### src/rtl/i2s_tx.sv
// i2s_tx: I2S / left-justified master transmitter with a one-word holding register
module i2s_tx #(
    parameter int DW = 32
) (
    input  logic          clk,
    input  logic          rst,
    input  logic          en,
    input  logic [7:0]    sck_prescaler,
    input  logic          left_justified,
    input  logic [5:0]    sample_size,
    input  logic [1:0]    channels,
    input  logic [DW-1:0] s_data,
    input  logic          s_valid,
    output logic          s_ready,
    output logic          sck,
    output logic          ws,
    output logic          sdo,
    output logic          underrun
);
    logic [7:0]    presc;
    logic [4:0]    bit_ctr;
    logic [DW-1:0] sr;
    logic [DW-1:0] hold;
    logic          hold_valid;
    logic          tick;
    logic          fall;
    logic          load;
    logic          slot_ch;
    logic          slot_en;
    logic [5:0]    size;
    logic [5:0]    lsh;

    // In I2S mode the load lands one SCK after the ws edge, so the slot is the current ws
    always_comb begin
        tick    = en & (presc == 8'd0);
        fall    = tick & sck;
        load    = fall & (bit_ctr == (left_justified ? 5'd0 : 5'd1));
        slot_ch = left_justified ? ~ws : ws;
        slot_en = slot_ch ? channels[0] : channels[1];
        size    = (sample_size == 6'd0 || sample_size > 6'd32) ? 6'd32 : sample_size;
        lsh     = 6'd32 - size;
    end

    assign s_ready = ~hold_valid;
    assign sdo     = sr[DW-1];

    always_ff @(posedge clk or posedge rst) begin
        if (rst) begin
            presc      <= '0;
            sck        <= 1'b0;
            ws         <= 1'b1;
            bit_ctr    <= '0;
            sr         <= '0;
            hold       <= '0;
            hold_valid <= 1'b0;
            underrun   <= 1'b0;
        end else begin
            if (en)
                presc <= tick ? sck_prescaler : presc - 8'd1;
            if (tick)
                sck <= ~sck;
            if (fall) begin
                bit_ctr <= bit_ctr + 5'd1;
                ws      <= (bit_ctr == 5'd0) ? ~ws : ws;
                sr      <= load ? ((slot_en & hold_valid) ? hold << lsh : '0) : sr << 1;
            end
            underrun <= load & slot_en & ~hold_valid;
            if (s_valid & ~hold_valid) begin
                hold       <= s_data;
                hold_valid <= 1'b1;
            end else if (load & slot_en) begin
                hold_valid <= 1'b0;
            end
        end
    end
endmodule

### config.mk
export PLATFORM = sky130hd
export DESIGN_NAME = i2s_tx
export DESIGN_NICKNAME = d
export VERILOG_FILES = /design/src/rtl/i2s_tx.sv
export SDC_FILE = /design/constraint.sdc
export NUM_CORES = 1
export LEC_CHECK = 0
export ABC_AREA = 0
export CORE_ASPECT_RATIO = 1.5
export CORE_MARGIN = 2
export CORE_UTILIZATION = 69
export DETAILED_ROUTE_END_ITERATION = 8
export DONT_BUFFER_PORTS = 1
export PLACE_DENSITY = 0.88
export SETUP_SLACK_MARGIN = 0.3
export SYNTH_ARGS = -nofsm -noshare
export SYNTH_HDL_FRONTEND = slang
export SYNTH_SLANG_ARGS = --single-unit
### constraint.sdc
create_clock -name clk -period 4.6 [get_ports clk]
set_clock_uncertainty 0.2 [all_clocks]
set_input_delay 1.38 -clock clk [delete_from_list [all_inputs] [get_ports clk]]
set_output_delay 1.38 -clock clk [all_outputs]
set_load 0.05 [all_outputs]
Word-level counts from Yosys, hierarchy flattened

Index checks and enable logic that the tools add are counted.
W data, S select, Z words.

Register bits: 81
Input port bits: 53
Output and inout port bits: 5
Word-level logic and storage cells: 39

Add/sub/neg operators: 3
Magnitude comparators: 1
Equality and inequality tests: 1
Shift operators: 1
Mux-type cells: 9
Bitwise gates (word level): 10
Reductions and logical operators: 6

Operator list:

| operator              | count |
|---|---|
| $mux W32              | 2 |
| $shl A32 B6 Y32       | 1 |
| $logic_not A8 Y1      | 1 |
| $mux W8               | 1 |
| $sub A8 B1 Y8 const B | 1 |
| $and A1 B1 Y1         | 7 |
| $gt A6 B6 Y1 const B  | 1 |
| $logic_not A6 Y1      | 1 |
| $mux W6               | 1 |
| $sub A6 B6 Y6 const A | 1 |
| $add A5 B1 Y5 const B | 1 |
| $eq A5 B1 Y1          | 1 |
| $logic_not A5 Y1      | 1 |
| $mux W1               | 5 |
| $not A1 Y1            | 3 |
| $reduce_and A2 Y1     | 1 |
| $reduce_bool A2 Y1    | 1 |
| $logic_or A1 B1 Y1    | 1 |

Logic depth before layout (Yosys ltp)

Depth in word-level cells: 7
Mapped depth: 17
Depth with buffers taken out: 9

Worst setup path before layout

No wires, ideal clock.

Kind: input to register
From: in sample_size[0]
To: reg sr[30]
Library setup time: 120 ps
Data arrival time: 4610 ps
Data required time: 4280 ps
Slack: -330 ps
Cell stages on the path: 14
Buffers on the path: 6
Path through: nor2b_1 -> buf_2 -> inv_1 -> buf_2 -> buf_2 -> buf_1 -> ha_1 -> buf_2 -> buf_4 -> mux2_2 -> mux4_2 -> mux2_2 -> a221o_1 -> a41o_2

Longest elaborated chain between the ends: 7

Ends and longest elaborated chain:

| what                                                    | line | text |
|---|---|---|
| start: declaration                                      | 10   | `input logic [5:0] sample_size,` |
| $gt A6 B6 Y1 / $logic_not A6 Y1 (equally long branches) | 40   | `size = (sample_size == 6'd0 \|\| sample_size > 6'd32) ? 6'd32 : sample_size;` |
| $logic_or A1 B1 Y1                                      | 40   |  |
| $mux W6 (*)                                             | 40   |  |
| $sub A6 B6 Y6 (*)                                       | 41   | `lsh = 6'd32 - size;` |
| $shl A32 B6 Y32 (*)                                     | 65   | `sr <= load ? ((slot_en & hold_valid) ? hold << lsh : '0) : sr << 1;` |
| $mux W32 (*) (2 in series)                              | 65   |  |
| end signal: assignment                                  | 65   |  |
| end: declaration                                        | 22   | `logic [DW-1:0] sr;` |

Every way passes the cells marked *; elsewhere a longest branch is shown, timed or not.
A chain may end at the register's enable or synchronous reset.

Worst setup path in the final report

From: in sample_size[0]
To: reg sr[21]

The elaborated chain is that of the path after synthesis.

==> key figures <==
CTS
  • Clk sink count: around 80
  • CTS tree: built
  • Post-CTS sizing: 0
  • Clk pin slew, worst setup/hold paths: about 0.060 ns
  • Longest Clk Path Bufs: 2
  • H-tree depth: 3
  • Clock Latency Late Sink: roughly 0.34 ns
  • Num CTS Buffers: 9
  • Root cell of the clock tree: clkbuf_16
  • Post-CTS Setup Inserts: 0
  • Cts hold-fix bufs: 0

Hold path
  • Hold crit path type: reg -> reg

Critical path
  • Critical path capture point type: flip-flop
  • Crit start category: primary input
  • CP Class: in -> reg
  • Crit path max fanout: 22
  • Slowest-stage cell, CP: mux4_2
  • Crit path largest cell delay: ~0.51 ns
  • Crit path DAT: roughly 3.9 ns
  • Worst Path Required: about 4.6 ns
  • Critical path, cell by cell: nor2b_2 -> inv_4 -> ha_4 -> buf_4 -> mux2_2 -> mux4_2 -> mux2i_1 -> o221ai_1 -> o21a_1

Power
  • PD cells: 390 mW/mm^2
  • Design Power: between 2 and 2.5 mW
  • Pleak: roughly 2.5 nW
  • Peak supply drop: a little under 0.3 mV

GRT
  • Initial antenna violation count: 0
  • First-pass GRT wire length: 23,700 um
  • GR Util All Layers: 34.7%
  • Remaining global-route overflow: 0
  • Number of global-route vias before repair: about 4,600
  • Pin count of the biggest net entering global routing: just under 50

Timing
  • Final hold viol count: 0
  • Final Cycle Share: between 80% and 90%
  • Worst-Margin Slew: ~0.98 ns
  • Final Setup Violations: 0
  • Count of pins over their slew limit: 0
  • Setup repair after global routing missed its margin: false
  • Setup TNS: 0 ns
  • Final WS setup: 0.754 ns
  • Final min period: 3.85 ns
  • Max Freq: between 0.2 and 0.3 GHz
  • Relative slew margins: between 30% and 40%

Logic synthesis
  • Mapped Area: roughly 0.0055 sq mm
  • Ys async rst share: 100%
  • Synthesis Warnings: 0
  • Sequential share of the synthesized area: between 30% and 40%
  • Top cell type's share of synthesized area: a little over a third
  • #FFs+latches synth: a little over 80
  • Post-Syn Instances: 560
  • Synthesized Nets: around 620
  • Top_reg_cell synth: dfrtp_1
  • Count of flip-flops with a built-in enable after synthesis: 0
  • Top cells by area, synth: dfrtp_1 36%, mux2_2 11%, mux4_2 6.9%
  • Synth unique cells: 65
  • Syn_area_per_cell: roughly 9.8 sq um
  • Leading area contributor after synthesis: dfrtp_1

Layout
  • Final #Nets: between 600 and 700
  • Share of post-route cells with drive strength above 1: 21.7%
  • Non-filler cells, final: roughly 650
  • P&R area growth vs syn: 6.22%
  • Post-route cell area: 0.00586 sq mm
  • Diodes inserted: 0

Routing
  • Vias: ~4,600
  • Initial DRT Pass Iterations: 5
  • Vias per cell: around 7.1
  • Wirelength per Cell: ~22 um
  • Detail Route Antenna Nets: 0
  • Drt first-iter violations: between 400 and 500
  • Final WL: 14,500 um
  • Residual DRC: 0

Place
  • Final GP Congestion: 0.954
  • Pre-CTS setup slack: approximately 0.42 ns
  • DP HPWL: between 10,000 and 15,000 um
  • Placed inst area: 0.00560 sq mm
  • I/O Buffers: 0
  • Inst Count DP: 635

Flow run
  • Max cap viols: 0

Die
  • Std cell rows: 39
  • Die area: ~0.0087 sq mm
  • Initial Util: around 70%
  • Core Region: 0.00771 sq mm
  • Die W: 77 um
  • Top Ports: 58
  • Die H: around 110 um

Status
  • Status: finished, final reports clean
-- flip-flops by register name (all words and copies together), names as in the netlist --
name        count
hold           32
sr             32
sck             1
underrun        1
bit_ctr         5
hold_valid      1
presc           8
ws              1
-- cell type report --
| class | count | area [sq um] |
|---|---|---|
| Multi-Input combinational cell | 421 | 3260 |
| Sequential cell | 81 | 2030 |
| Fill cell | 555 | 1850 |
| Clock buffer | 12 | 236 |
| Timing Repair Buffer | 17 | 128 |
| Tap cell | 102 | 128 |
| Inverter | 14 | 56.3 |
| Clock inverter | 4 | 20.0 |
-- kinds of logic after synthesis --
kind of cell	count (synthesis)	share of synthesized area [%]
compound gates	134	17.1
simple gates	171	15.2
mux	102	23.5
xor+xnor	10	1.59
fa+ha+maj	4	0.907
flops	81	36.8
buf+inv	58	4.90
-- through the flow --
| stage | hold WS [ns] | utilization, % |
|---|---|---|
| after floorplan | 0.246 | - |
| after global placement | 0.268 | 72.7 |
| after detailed placement | 0.278 | 72.7 |
| after CTS | 0.288 | 76.0 |
| after global routing | 0.321 | 76.0 |
| final | 0.283 | 76.0 |
-- critical path, delay by kind of cell --
| family | cells | cell delay, ns |
|---|---|---|
| muxes | 3 | 1.15 |
| and+or+nand+nor | 1 | 0.19 |
| AOI/OAI and AO/OA | 2 | 0.29 |
| adders and majority gates | 1 | 0.43 |
| buffers and inverters | 2 | 0.43 |
-- cells in the final DEF, fill, tap and decap left out, types with 3 or more instances in the layout --
master      n
a22oi_1     3
inv_1      12
o211ai_1    7
nand2_1    44
nand4_1     3
nand3_1    13
o21a_1      5
nor2_1     49
xnor2_1     5
nor4_1      8
o221ai_1    5
a21oi_1    30
a211oi_1    9
nand2b_1    3
mux2i_1    33
nor3_1     15
or3_1       7
a221o_1     5
and3_1      7
o22a_1      4
dfrtp_1    80
clkbuf_1    3
clkinv_2    5
mux4_2     17
xor2_1      3
a221oi_1    8
o21ai_0    20
a2bb2oi_1   3
buf_4      17
a32oi_1     5
o31ai_1     3
a31oi_1     9
ha_1        3
mux2_2     50
clkbuf_16   9
or4_1       3
-- cells in the mapped netlist (4+ instances only) --
master     n
a211oi_1   9
a21oi_1   30
a221o_1    5
a221oi_1   8
a31oi_1    9
a32oi_1    5
and3_1     7
buf_1      6
buf_2     18
buf_4      4
clkbuf_1  14
dfrtp_1   80
ha_1       4
inv_1     14
mux2_2    52
mux2i_1   33
mux4_2    17
nand2_1   44
nand3_1   13
nor2_1    49
nor2b_1    4
nor3_1    16
nor4_1     8
o211ai_1   7
o21a_1     5
o21ai_0   20
o221ai_1   5
o22a_1     4
or3_1      7
xnor2_1    6
xor2_1     4
-- final timing paths --
check                      slack, ns      startpoint  cells past startpoint         end
min                             0.28      bit_ctr[4]                      1  bit_ctr[4]
max                             0.75  sample_size[0]                      9      sr[21]
max in group asynchronous       2.57             rst                      2          ws
max reg2reg                     1.56      bit_ctr[2]                      6      sr[16]
min in group asynchronous       0.86             rst                      1    presc[3]
min reg2reg                     0.28      bit_ctr[4]                      1  bit_ctr[4]
-- layer usage --
layer | GRT usage [%] | share of wire, % | wire length (um)
met5 | 0 | 0 | 0
met4 | 20.5 | 5.0 | 724
met3 | 5.22 | 6.9 | 992
met2 | 58.8 | 51 | 7350
met1 | 42.1 | 37 | 5410
-- power by group --
group / internal (mW) / total (mW) / leakage [nW] / switching [mW]
Clock: 0.362 / 0.632 / 0.130 / 0.270
Sequential: 0.849 / 0.991 / 1.04 / 0.143
Combinational: 0.303 / 0.663 / 1.29 / 0.360
Power figures use the tool's default switching activity.
